$ cat config.mk
export PLATFORM = sky130hd
export DESIGN_NAME = wb_trace_buf
export DESIGN_NICKNAME = d
export VERILOG_FILES = /design/src/rtl/wb_trace_buf.sv
export SDC_FILE = /design/constraint.sdc
export NUM_CORES = 1
export LEC_CHECK = 0
export ABC_CLOCK_PERIOD_IN_PS = 8100
export CELL_PAD_IN_SITES_DETAIL_PLACEMENT = 0
export CELL_PAD_IN_SITES_GLOBAL_PLACEMENT = 2
export CORE_MARGIN = 2
export CORE_UTILIZATION = 47
export CTS_CLUSTER_DIAMETER = 200
export DETAILED_ROUTE_END_ITERATION = 10
export GPL_TIMING_DRIVEN = 0
export HOLD_SLACK_MARGIN = 0.02
export PLACE_DENSITY_LB_ADDON = 0.05
export REMOVE_ABC_BUFFERS = 1
export SYNTH_ARGS = -nofsm -noshare
export SYNTH_HDL_FRONTEND = slang
export SYNTH_SLANG_ARGS = --single-unit
$ cat constraint.sdc
create_clock -name clk -period 8.1 [get_ports clk]
set_input_delay 1.215 -clock clk [delete_from_list [all_inputs] [get_ports clk]]
set_output_delay 1.215 -clock clk [all_outputs]
set_load 0.02 [all_outputs]
$ cat src/rtl/wb_trace_buf.sv
// Trace capture FIFO for CPU write-back and store events, drained through a valid/ready stream.
// Define WB_TRACE_STAMP_EN to keep the per-entry cycle stamp; otherwise out_stamp is tied to 0.
module wb_trace_buf #(
    parameter int  DEPTH  = 16,
    parameter int  STAMPW = 16,
    localparam int AW     = $clog2(DEPTH)
) (
    input  logic              clk,
    input  logic              rst_n,
    input  logic              arm,
    input  logic              stop,
    input  logic              wb_regwrite,
    input  logic [31:0]       wb_regdata,
    input  logic              mem_memwrite,
    input  logic [31:0]       mem_memdata,
    output logic              out_valid,
    input  logic              out_ready,
    output logic [31:0]       out_data,
    output logic              out_kind,
    output logic [STAMPW-1:0] out_stamp,
    output logic [AW:0]       level,
    output logic [1:0]        state,
    output logic              overflow,
    output logic [15:0]       dropped
);
    // state   | meaning
    // IDLE    | no capture, FIFO contents kept
    // ARMED   | waiting for first event, stamp held at 0
    // CAPTURE | every event captured, stamp running
    // HALTED  | no capture, returns to IDLE once drained
    typedef enum logic [1:0] {S_IDLE = 2'b00, S_ARMED = 2'b01, S_CAPTURE = 2'b10, S_HALTED = 2'b11} state_t;

    localparam logic [AW:0] FULL = (AW+1)'(DEPTH);

    state_t          st, st_nx;
    logic [AW-1:0]   wr_ptr, rd_ptr, mem_idx;
    logic [AW:0]     lvl, free, lvl_nx;
    logic            cap, wb_ev, mem_ev, wb_push, mem_push, pop;
    logic [1:0]      push_cnt, n_drop;
    logic [16:0]     drop_sum;
    logic [15:0]     drop_nx;

    logic [31:0]     data_mem [DEPTH];
    logic            kind_mem [DEPTH];

    always_comb begin
        st_nx = st;
        case (st)
            S_IDLE:    if (arm) st_nx = S_ARMED;
            S_ARMED:   if (stop) st_nx = S_HALTED;
                       else if (wb_regwrite || mem_memwrite) st_nx = S_CAPTURE;
            S_CAPTURE: if (stop) st_nx = S_HALTED;
            S_HALTED:  if (lvl == '0) st_nx = S_IDLE;
            default:   st_nx = S_IDLE;
        endcase
    end

    // Space is judged on the registered level; a same-cycle pop does not help this cycle's pushes.
    always_comb begin
        cap      = (st == S_ARMED) || (st == S_CAPTURE);
        wb_ev    = cap && wb_regwrite;
        mem_ev   = cap && mem_memwrite;
        free     = FULL - lvl;
        wb_push  = wb_ev && (free != '0);
        mem_push = mem_ev && (wb_push ? (free >= (AW+1)'(2)) : (free != '0));
        push_cnt = {1'b0, wb_push} + {1'b0, mem_push};
        n_drop   = {1'b0, wb_ev && !wb_push} + {1'b0, mem_ev && !mem_push};
        pop      = out_valid && out_ready;
        lvl_nx   = lvl + (AW+1)'(push_cnt) - (AW+1)'(pop);
        mem_idx  = wr_ptr + AW'(wb_push);
        drop_sum = {1'b0, dropped} + 17'(n_drop);
        drop_nx  = drop_sum[16] ? 16'hFFFF : drop_sum[15:0];
    end

    always_ff @(posedge clk or negedge rst_n) begin
        if (!rst_n) begin
            st       <= S_IDLE;
            wr_ptr   <= '0;
            rd_ptr   <= '0;
            lvl      <= '0;
            overflow <= 1'b0;
            dropped  <= '0;
        end else begin
            st     <= st_nx;
            wr_ptr <= wr_ptr + AW'(push_cnt);
            rd_ptr <= rd_ptr + AW'(pop);
            lvl    <= lvl_nx;
            if (st == S_IDLE && arm) begin
                overflow <= 1'b0;
                dropped  <= '0;
            end else if (n_drop != 2'd0) begin
                overflow <= 1'b1;
                dropped  <= drop_nx;
            end
        end
    end

    always_ff @(posedge clk) begin
        if (wb_push) begin
            data_mem[wr_ptr] <= wb_regdata;
            kind_mem[wr_ptr] <= 1'b0;
        end
        if (mem_push) begin
            data_mem[mem_idx] <= mem_memdata;
            kind_mem[mem_idx] <= 1'b1;
        end
    end

`ifdef WB_TRACE_STAMP_EN
    logic [STAMPW-1:0] stamp_q;
    logic [STAMPW-1:0] stamp_mem [DEPTH];

    // The first event in ARMED takes stamp 0 and starts the count on that same edge.
    always_ff @(posedge clk or negedge rst_n) begin
        if (!rst_n) begin
            stamp_q <= '0;
        end else if (st == S_IDLE && arm) begin
            stamp_q <= '0;
        end else if ((st == S_CAPTURE || (st == S_ARMED && (wb_ev || mem_ev))) && stamp_q != '1) begin
            stamp_q <= stamp_q + 1'b1;
        end
    end

    always_ff @(posedge clk) begin
        if (wb_push)  stamp_mem[wr_ptr]  <= stamp_q;
        if (mem_push) stamp_mem[mem_idx] <= stamp_q;
    end

    assign out_stamp = out_valid ? stamp_mem[rd_ptr] : '0;
`else
    assign out_stamp = '0;
`endif

    assign out_valid = (lvl != '0);
    assign out_data  = out_valid ? data_mem[rd_ptr] : '0;
    assign out_kind  = out_valid ? kind_mem[rd_ptr] : 1'b0;
    assign level     = lvl;
    assign state     = st;
endmodule
==> flow_summary.html, run 1 <==
<table>
<tr><th>Metric</th><th>Value</th></tr>
<tr><th colspan="2">Clock network</th></tr>
<tr><td>TritonCTS clock tree</td><td>done</td></tr>
<tr><td>Insertion delay to the later sink of the worst-skew pair</td><td>0.60 ns</td></tr>
<tr><td>Clock Tree Buf Depth</td><td>3</td></tr>
<tr><td>Number of H-tree levels</td><td>3</td></tr>
<tr><td>Post-cts hold buffer count</td><td>0</td></tr>
<tr><td>Clock root buffer</td><td>clkbuf_16</td></tr>
<tr><td>Number of gates resized after cts</td><td>0</td></tr>
<tr><td>Post-CTS Setup Bufs</td><td>0</td></tr>
<tr><td>Number of sinks driven by the clock tree</td><td>560</td></tr>
<tr><td>Clock-pin slew reported for the worst setup and hold paths after clock tree synthesis</td><td>0.05 ns</td></tr>
<tr><td>Cts bufs inserted</td><td>between 60 and 70</td></tr>
<tr><th colspan="2">STA</th></tr>
<tr><td>Hold slack final</td><td>0.4506 ns</td></tr>
<tr><td>Max transition margin</td><td>0.3079</td></tr>
<tr><td>Upper clock frequency limit</td><td>179.1 MHz</td></tr>
<tr><td>Endpoints failing hold</td><td>0</td></tr>
<tr><td>Final Max Slew Viols</td><td>0</td></tr>
<tr><td>Final worst path period share</td><td>0.6893</td></tr>
<tr><td>Final worst clock skew</td><td>0.01004 ns</td></tr>
<tr><td>Post-layout min period</td><td>approximately 5.6 ns</td></tr>
<tr><td>Setup repair after global routing missed its margin</td><td>no</td></tr>
<tr><td>Final count of negative-setup-slack endpoints</td><td>0</td></tr>
<tr><td>Slew of the pin with the lowest slew margin</td><td>around 1.0 ns</td></tr>
<tr><th colspan="2">Drt</th></tr>
<tr><td>Metal3 WL</td><td>5.336 mm</td></tr>
<tr><td>Met2 wire len</td><td>~38 mm</td></tr>
<tr><td>Routed len/inst</td><td>31.01 um</td></tr>
<tr><td>Pre-Repair DR Iteration Count</td><td>5</td></tr>
<tr><td>Total DRC errors in the routed layout</td><td>0</td></tr>
<tr><td>Total Wirelength</td><td>roughly 81 mm</td></tr>
<tr><td>Post-Route M1 WL</td><td>roughly 36 mm</td></tr>
<tr><td>Iter 0 DRT Violations</td><td>1679</td></tr>
<tr><td>Post-DRT Antenna Nets</td><td>0</td></tr>
<tr><td>Highest metal layer with signal wires</td><td>met5</td></tr>
<tr><td>Number of vias per cell after detailed routing</td><td>6.204</td></tr>
<tr><td>Total via count after detailed routing</td><td>16211</td></tr>
<tr><th colspan="2">Layout</th></tr>
<tr><td>Leading cell types in the layout, fill and taps excluded</td><td>edfxtp_1 (512), mux2_2 (439), mux4_2 (165)</td></tr>
<tr><td>Fin area</td><td>0.03358 sq mm</td></tr>
<tr><td>Layout overhead on the synthesized area</td><td>16.12%</td></tr>
<tr><td>Post-Layout Cell Count</td><td>2613</td></tr>
<tr><td>Final design utilization</td><td>0.5543</td></tr>
<tr><td>Share of layout cells above drive strength 1</td><td>0.4366</td></tr>
<tr><td>Number of nets in the final layout</td><td>1884</td></tr>
<tr><td>Leading cell type in the layout, fill and taps excluded</td><td>edfxtp_1</td></tr>
<tr><th colspan="2">Floorplanning</th></tr>
<tr><td># rows</td><td>90</td></tr>
<tr><td>DIE WIDTH</td><td>252.1 um</td></tr>
<tr><td>Core ar.</td><td>0.06058 sq mm</td></tr>
<tr><td>Floorplan die area</td><td>0.06353 sq mm</td></tr>
<tr><td>Die Ht</td><td>252.1 um</td></tr>
<tr><td>Io pins</td><td>145</td></tr>
<tr><td>Starting density of the core</td><td>0.4773</td></tr>
<tr><th colspan="2">Flow run</th></tr>
<tr><td>Max capacitance violation total</td><td>0</td></tr>
<tr><th colspan="2">Worst setup path</th></tr>
<tr><td>Worst Reg2Reg Path Length in Cells</td><td>16</td></tr>
<tr><td>Gate family responsible for the most delay along the worst path</td><td>compound AO/OA/AOI/OAI gates</td></tr>
<tr><td>Most used cell along the critical path</td><td>ha_1</td></tr>
<tr><td>Worst Path Max Fanout</td><td>19</td></tr>
<tr><td>Required @ worst endpoint</td><td>8.40 ns</td></tr>
<tr><td>Startpoint of the lowest-slack register-to-register path</td><td>level[2]$_DFF_PN0_</td></tr>
<tr><td>Critical path buffers and inverters</td><td>4</td></tr>
<tr><td>Type of origin of the critical path</td><td>register</td></tr>
<tr><td>Startpoint-to-endpoint class of the critical path</td><td>register to register</td></tr>
<tr><td>Setup slack on the worst flop-to-flop path</td><td>between 2 and 3 ns</td></tr>
<tr><td>CP max-delay cell</td><td>o22ai_1</td></tr>
<tr><td>Series of cell instances along the critical path</td><td>inv_1, ha_1, and2_1, ha_1, nand2_1, a211oi_2, nor2_1, ha_1, ha_1, nand2b_1, o22ai_1, nand4_4, buf_12, o21ai_4, buf_16, buf_16</td></tr>
<tr><td>Endpoint of the worst-slack reg-to-reg timing path</td><td>data_mem[15][16]$_DFFE_PP_</td></tr>
<tr><td>Crit path capture type</td><td>register</td></tr>
<tr><td>Crit path largest cell delay</td><td>0.67 ns</td></tr>
<tr><td>Critical path data arrival time</td><td>5.88 ns</td></tr>
<tr><th colspan="2">Placed design</th></tr>
<tr><td>Number of I/O port buffers</td><td>~130</td></tr>
<tr><td>Final HPWL DP</td><td>roughly 47 mm</td></tr>
<tr><td>Placer Congestion</td><td>roughly 0.76</td></tr>
<tr><td>Placed cell areas</td><td>0.03157 sq mm</td></tr>
<tr><td>Number of cells in the design after placement</td><td>2498</td></tr>
<tr><th colspan="2">Logic synthesis</th></tr>
<tr><td>Multiplexer share of the synthesized area</td><td>0.3322</td></tr>
<tr><td>Yosys reg bits</td><td>560</td></tr>
<tr><td>Post-synthesis share of cell area spent on xor and xnor gates</td><td>0.003331</td></tr>
<tr><td>Asr flop ratio synth</td><td>0.05714</td></tr>
<tr><td>Post-synthesis cell type count</td><td>58</td></tr>
<tr><td>Average size of a mapped cell</td><td>16.86 sq um</td></tr>
<tr><td>Complex-gate fraction of the synthesized area</td><td>0.01666</td></tr>
<tr><td>Largest family of logic cells by synthesized area</td><td>multiplexers</td></tr>
<tr><td>Number of flops mapped to enable cells by yosys</td><td>512</td></tr>
<tr><td>Adder-cell share of the synthesized area</td><td>0.01333</td></tr>
<tr><td>Post-synthesis instance total</td><td>1715</td></tr>
<tr><td>Post-synth design cell area</td><td>slightly below 0.03 sq mm</td></tr>
<tr><td>Register area share after synthesis</td><td>0.5704</td></tr>
<tr><td>Synth Warn #</td><td>0</td></tr>
<tr><td>Predominant post-synthesis flop cell</td><td>edfxtp_1</td></tr>
<tr><td>Basic-gate share of the synthesized area counting and, or, nand and nor cells</td><td>0.03037</td></tr>
<tr><th colspan="2">Min path</th></tr>
<tr><td>Hold depth</td><td>2</td></tr>
<tr><td>Class of the most critical hold timing path</td><td>register to register</td></tr>
<tr><td>Worst min-delay path startpoint</td><td>kind_mem[12]$_DFF_P_</td></tr>
<tr><td>Destination of the worst hold path</td><td>kind_mem[12]$_DFF_P_</td></tr>
<tr><th colspan="2">GRT</th></tr>
<tr><td>Wire length of the first global-routing pass</td><td>about 120 mm</td></tr>
<tr><td>Vias in the first global route</td><td>16724</td></tr>
<tr><td>Overflow after GRT</td><td>0</td></tr>
<tr><td>Pin count of the biggest net entering global routing</td><td>between 40 and 50</td></tr>
<tr><td>Combined global-route utilization of all metal layers</td><td>0.2591</td></tr>
<tr><td>Initial antenna violation count</td><td>5</td></tr>
<tr><th colspan="2">Power</th></tr>
<tr><td>PD cells</td><td>344.2 mW/mm^2</td></tr>
<tr><td>Leakage dissipation</td><td>~11 nW</td></tr>
<tr><td>Overall Power</td><td>about 12 mW</td></tr>
<tr><td>Worst IR drop on VDD</td><td>0.3055 mV</td></tr>
<tr><th colspan="2">Run status</th></tr>
<tr><td>Run status</td><td>finished, final reports clean</td></tr>
</table>
[synth_stat cells, drive strengths merged, types with 6 or more instances]
| cell type | n | area [sq um] |
|---|---|---|
| mux2 | 512 | 5871 |
| nor3 | 8 | 45.04 |
| a21oi | 12 | 60.06 |
| ha | 26 | 325.3 |
| a21o | 6 | 45.04 |
| and2 | 36 | 225.2 |
| nand2 | 30 | 112.6 |
| nand2b | 10 | 62.56 |
| xnor2 | 8 | 70.07 |
| nor2 | 14 | 52.55 |
| o21ai | 28 | 140.1 |
| buf | 86 | 509.2 |
| edfxtp | 512 | 15370 |
| and3 | 8 | 55.05 |
| inv | 24 | 90.09 |
| dfrtp | 32 | 800.8 |
| nand4 | 6 | 50.04 |
| nand3 | 17 | 115.1 |
| clkbuf | 98 | 367.9 |
| nor2b | 6 | 37.54 |
| a31oi | 9 | 56.30 |
| dfxtp | 16 | 320.3 |
| mux4 | 165 | 3716 |
[through the flow]
step	TNS, ns	worst slack [ns]
2_1_floorplan	0	0.4800
3_3_place_gp	-450.04	-3.040
3_5_place_dp	0	2.450
4_1_cts	0	2.425
5_1_grt	0	2.184
6_report	0	2.516
[metal layers]
layer | track usage | vias up
li1 | - | 6926
met1 | 0.3762 | 8581
met2 | 0.4047 | 561
met3 | 0.04591 | 135
met4 | 0.06932 | 8
met5 | 0 | -
[layout make-up]
type	instances	area, sq um
timing repair buffer	170	2267
sequential	560	16510
antenna	1	2.502
inverter	25	93.84
tap	782	978.4
fill	4844	27000
multi-input combinational	961	11720
clock inverter	20	145.1
clock buffer	94	1863
[cell families after synthesis]
family                     after synthesis
other                                    1
adders and majority gates               29
and+or+nand+nor                        151
muxes                                  679
DFF                                    560
buffers and inverters                  209
xor gates and xnor gates                11
AOI/OAI and AO/OA                       75
[where the power goes]
group / internal (mW) / leakage (nW) / switching (mW)
sequential: 3.80 / 5.17 / 0.354
combinational: 2.25 / 5.07 / 2.32
clock: 1.66 / 0.979 / 1.17
total: 7.71 / 11.2 / 3.85
[how the worst max path moves through the flow]
| stage | start | to | slack [ns] | cells past startpoint |
|---|---|---|---|---|
| floorplan | rd_ptr[0]$_DFF_PN0_ | out_data[0] | 0.48 | 3 |
| global placement | rd_ptr[0]$_DFF_PN0_ | out_kind | -3.04 | 4 |
| detailed placement | level[2]$_DFF_PN0_ | data_mem[15][7]$_DFFE_PP_ | 2.45 | 16 |
| CTS | level[2]$_DFF_PN0_ | data_mem[15][17]$_DFFE_PP_ | 2.42 | 16 |
| global route | level[2]$_DFF_PN0_ | data_mem[15][26]$_DFFE_PP_ | 2.18 | 16 |
| finish | level[2]$_DFF_PN0_ | data_mem[15][16]$_DFFE_PP_ | 2.52 | 16 |
[worst min-delay path: stages (launching register included)]
cell and delay [ns]:
dfxtp_1 0.31, nand2_1 0.05, nand2_1 0.04
[state kept, by name, summed over array words and instances, names as in the netlist]
name	cells
state	2
kind_mem	16
overflow	1
data_mem	512
level	5
rd_ptr	4
dropped	16
wr_ptr	4
Power figures use the tool's default switching activity.
==> run 2: changes to the inputs <==
--- a/config.mk
+++ b/config.mk
@@ -5,11 +5,11 @@
 export SDC_FILE = /design/constraint.sdc
 export NUM_CORES = 1
 export LEC_CHECK = 0
-export ABC_CLOCK_PERIOD_IN_PS = 8100
+export ABC_CLOCK_PERIOD_IN_PS = 4690
 export CELL_PAD_IN_SITES_DETAIL_PLACEMENT = 0
 export CELL_PAD_IN_SITES_GLOBAL_PLACEMENT = 2
 export CORE_MARGIN = 2
-export CORE_UTILIZATION = 47
+export CORE_UTILIZATION = 42
 export CTS_CLUSTER_DIAMETER = 200
 export DETAILED_ROUTE_END_ITERATION = 10
 export GPL_TIMING_DRIVEN = 0
==> constraint.sdc (replaced) <==
create_clock -name clk -period 4.69 [get_ports clk]
set_input_delay 0.7035 -clock clk [delete_from_list [all_inputs] [get_ports clk]]
set_output_delay 0.7035 -clock clk [all_outputs]
set_load 0.02 [all_outputs]
==> run 2 against run 1 <==
Effect of this change: via count is 1.6% higher; clock skew is 0.018 ns higher; global-route usage is 0.40 points lower; register-to-register slack worse by 2.2 ns; sequential share of layout area is 0.73 points lower; sequential power is 73% higher; non-clock buffer count is 22 higher; worst hold slack worse by 0.27 ns; flip-flop and latch count stayed put; combinational power is 85% higher; final area is 1.5% higher; critical path type is now register to output port; largest cell class unchanged; largest power group unchanged.
==> flow_summary.html, run 2 (synthesis gave the netlist of run 1 again) <==
<table>
<tr><th>Metric</th><th>Value</th></tr>
<tr><th colspan="2">GRT</th></tr>
<tr><td>Vias in the first global route</td><td>between 15000 and 20000</td></tr>
<tr><td>Combined global-route utilization of all metal layers</td><td>0.2551</td></tr>
<tr><td>Pin count of the biggest net entering global routing</td><td>51</td></tr>
<tr><td>Wire length of the first global-routing pass</td><td>127.2 mm</td></tr>
<tr><td>Overflow after GRT</td><td>0</td></tr>
<tr><td>Initial antenna violation count</td><td>3</td></tr>
<tr><th colspan="2">Drt</th></tr>
<tr><td>Post-DRT Antenna Nets</td><td>0</td></tr>
<tr><td>Highest metal layer with signal wires</td><td>met5</td></tr>
<tr><td>Iter 0 DRT Violations</td><td>1455</td></tr>
<tr><td>Met2 wire len</td><td>44.95 mm</td></tr>
<tr><td>Routed len/inst</td><td>approximately 32 um</td></tr>
<tr><td>Number of vias per cell after detailed routing</td><td>5.993</td></tr>
<tr><td>Metal3 WL</td><td>4.434 mm</td></tr>
<tr><td>Total Wirelength</td><td>89.29 mm</td></tr>
<tr><td>Total DRC errors in the routed layout</td><td>0</td></tr>
<tr><td>Post-Route M1 WL</td><td>37.79 mm</td></tr>
<tr><td>Pre-Repair DR Iteration Count</td><td>5</td></tr>
<tr><td>Total via count after detailed routing</td><td>16469</td></tr>
<tr><th colspan="2">Layout</th></tr>
<tr><td>Fin area</td><td>approximately 0.034 sq mm</td></tr>
<tr><td>Total area of sequential cells</td><td>0.01651 sq mm</td></tr>
<tr><td>Largest registers</td><td>data_mem (512), dropped (16), kind_mem (16)</td></tr>
<tr><td>Share of layout cells above drive strength 1</td><td>0.4512</td></tr>
<tr><td>Leading cell types in the layout, fill and taps excluded</td><td>edfxtp_1 (512), mux2_2 (439), mux4_2 (165)</td></tr>
<tr><td>Flip-flop count of the largest register, all copies and words added</td><td>roughly 510</td></tr>
<tr><td>Largest register by flop count</td><td>data_mem</td></tr>
<tr><td>Layout overhead on the synthesized area</td><td>17.89%</td></tr>
<tr><td>Fill cell count</td><td>5684</td></tr>
<tr><td>Total area of multi-input combinational cells</td><td>0.01200 sq mm</td></tr>
<tr><td>Number of nets in the final layout</td><td>between 1500 and 2000</td></tr>
<tr><td>Final design utilization</td><td>0.4988</td></tr>
<tr><td>Leading cell type in the layout, fill and taps excluded</td><td>edfxtp_1</td></tr>
<tr><th colspan="2">Floorplanning</th></tr>
<tr><td>DIE WIDTH</td><td>266.4 um</td></tr>
<tr><td>Io pins</td><td>145</td></tr>
<tr><td>Core ar.</td><td>0.06835 sq mm</td></tr>
<tr><td># rows</td><td>96</td></tr>
<tr><td>Starting density of the core</td><td>0.4231</td></tr>
<tr><td>Floorplan die area</td><td>0.07097 sq mm</td></tr>
<tr><td>Die Ht</td><td>266.4 um</td></tr>
<tr><th colspan="2">Worst setup path</th></tr>
<tr><td>Required @ worst endpoint</td><td>3.99 ns</td></tr>
<tr><td>Crit path depth</td><td>6</td></tr>
<tr><td>Startpoint-to-endpoint class of the critical path</td><td>register to output port</td></tr>
<tr><td>Critical path data arrival time</td><td>3.71 ns</td></tr>
<tr><td>Most used cell along the critical path</td><td>mux4_2</td></tr>
<tr><td>Worst Path Max Fanout</td><td>26</td></tr>
<tr><td>Crit path capture type</td><td>output port</td></tr>
<tr><td>Startpoint of the lowest-slack register-to-register path</td><td>level[0]$_DFF_PN0_</td></tr>
<tr><td>Crit path largest cell delay</td><td>0.71 ns</td></tr>
<tr><td>Start point of the critical path</td><td>rd_ptr[0]$_DFF_PN0_</td></tr>
<tr><td>Series of cell instances along the critical path</td><td>buf_16, buf_12, mux4_2, mux4_2, and2_1, clkdlybuf4s50_1</td></tr>
<tr><td>Type of origin of the critical path</td><td>register</td></tr>
<tr><td>CP max-delay cell</td><td>dfrtp_4</td></tr>
<tr><td>Worst Reg2Reg Path Length in Cells</td><td>15</td></tr>
<tr><td>Critical path buffers and inverters</td><td>3</td></tr>
<tr><td>Gate family responsible for the most delay along the worst path</td><td>buffers and inverters</td></tr>
<tr><th colspan="2">Power</th></tr>
<tr><td>Leakage dissipation</td><td>roughly 11 nW</td></tr>
<tr><td>Worst IR drop on VDD</td><td>0.3741 mV</td></tr>
<tr><td>PD cells</td><td>600.4 mW/mm^2</td></tr>
<tr><td>Overall Power</td><td>20.47 mW</td></tr>
<tr><th colspan="2">STA</th></tr>
<tr><td>Hold slack final</td><td>0.1820 ns</td></tr>
<tr><td>Final worst path period share</td><td>0.9418</td></tr>
<tr><td>Post-layout min period</td><td>4.417 ns</td></tr>
<tr><td>Setup repair after global routing missed its margin</td><td>no</td></tr>
<tr><td>Final worst clock skew</td><td>0.02755 ns</td></tr>
<tr><td>Final count of negative-setup-slack endpoints</td><td>0</td></tr>
<tr><td>Slew of the pin with the lowest slew margin</td><td>0.9422 ns</td></tr>
<tr><td>Upper clock frequency limit</td><td>226.4 MHz</td></tr>
<tr><td>Final Max Slew Viols</td><td>0</td></tr>
<tr><td>Endpoints failing hold</td><td>0</td></tr>
<tr><td>Minimum setup slack in the final design</td><td>0.2728 ns</td></tr>
<tr><td>Max transition margin</td><td>0.3702</td></tr>
<tr><th colspan="2">Clock network</th></tr>
<tr><td>Clock root buffer</td><td>clkbuf_16</td></tr>
<tr><td>Clock Tree Buf Depth</td><td>3</td></tr>
<tr><td>Clock-pin slew reported for the worst setup and hold paths after clock tree synthesis</td><td>roughly 0.060 ns</td></tr>
<tr><td>Cts bufs inserted</td><td>66</td></tr>
<tr><td>Number of sinks driven by the clock tree</td><td>560</td></tr>
<tr><td>Insertion delay to the later sink of the worst-skew pair</td><td>0.62 ns</td></tr>
<tr><td>Number of H-tree levels</td><td>3</td></tr>
<tr><td>Post-cts hold buffer count</td><td>0</td></tr>
<tr><td>TritonCTS clock tree</td><td>done</td></tr>
<tr><th colspan="2">Placed design</th></tr>
<tr><td>Final HPWL DP</td><td>approximately 47 mm</td></tr>
<tr><td>Placed cell areas</td><td>roughly 0.032 sq mm</td></tr>
<tr><td>Number of I/O port buffers</td><td>128</td></tr>
<tr><td>Post-place setup slack</td><td>-0.8291 ns</td></tr>
<tr><td>Placer Congestion</td><td>0.7198</td></tr>
<tr><th colspan="2">Run status</th></tr>
<tr><td>Run status</td><td>finished, final reports clean</td></tr>
<tr><th colspan="2">Flow run</th></tr>
<tr><td>Max capacitance violation total</td><td>0</td></tr>
<tr><th colspan="2">Min path</th></tr>
<tr><td>Class of the most critical hold timing path</td><td>input pin to async pin</td></tr>
</table>
run 2: changes by cell type in the layout (fill, tap and decap cells not counted), moves of 6 or more:
cell / previous run / this run
and3_4: 1 / 8
buf_12: 22 / 28
buf_4: 0 / 20
clkinv_1: 11 / 17
nand2b_4: 1 / 7
run 2: per-layer routing:
layer / vias up / GRT usage
li1: 7024 / -
met1: 8816 / 0.3409
met2: 491 / 0.4324
met3: 134 / 0.04078
met4: 4 / 0.07015
met5: - / 0
run 2: cell type report:
cell class              instances  area share
repair buffers                192     0.07120
clock buffers                  88     0.05179
flip-flops and latches        560      0.4843
multi-input cells             970      0.3519
well taps                     882     0.03237
diodes                          2   0.0001468
clock inverters                29    0.005505
inverters                      25    0.002753
run 2: power by group:
group	internal [mW]	switching, mW
registers	6.55	0.613
logic	4.09	4.39
clock network	2.71	2.12
run 2: final timing paths:
kind / to / slack (ns)
max: out_data[6] / 0.27
min: level[0]$_DFF_PN0_ / 0.18
max reg2reg: data_mem[5][9]$_DFFE_PP_ / 0.29
min reg2reg: kind_mem[4]$_DFF_P_ / 0.45
max in group asynchronous: rd_ptr[3]$_DFF_PN0_ / 3.88
min in group clk: kind_mem[4]$_DFF_P_ / 0.45
run 2: what timing repair did:
action | in CTS | in global routing
cloned | 9 | 0
resized for setup | 25 | 7
pin swaps | 10 | 6
endpoints found under the setup margin | 875 | 183
setup buffers | 18 | 11
run 2: worst register-to-register path, delay by kind of cell (launching register included):
kind / cells / cell delay, ns
fa+ha+maj: 4 / 0.91
simple gates: 5 / 0.97
mux: 1 / 0.38
flops: 1 / 0.47
compound gates: 2 / 0.84
buf+inv: 3 / 0.57
run 2: metrics by stage:
step / setup TNS, ns / cells
finish: 0 / 2748
global route: 0 / 2748
CTS: 0 / 2734
detailed placement: -313.09 / 2590
global placement: -2678.10 / 2556
floorplan: -221.37 / 1546
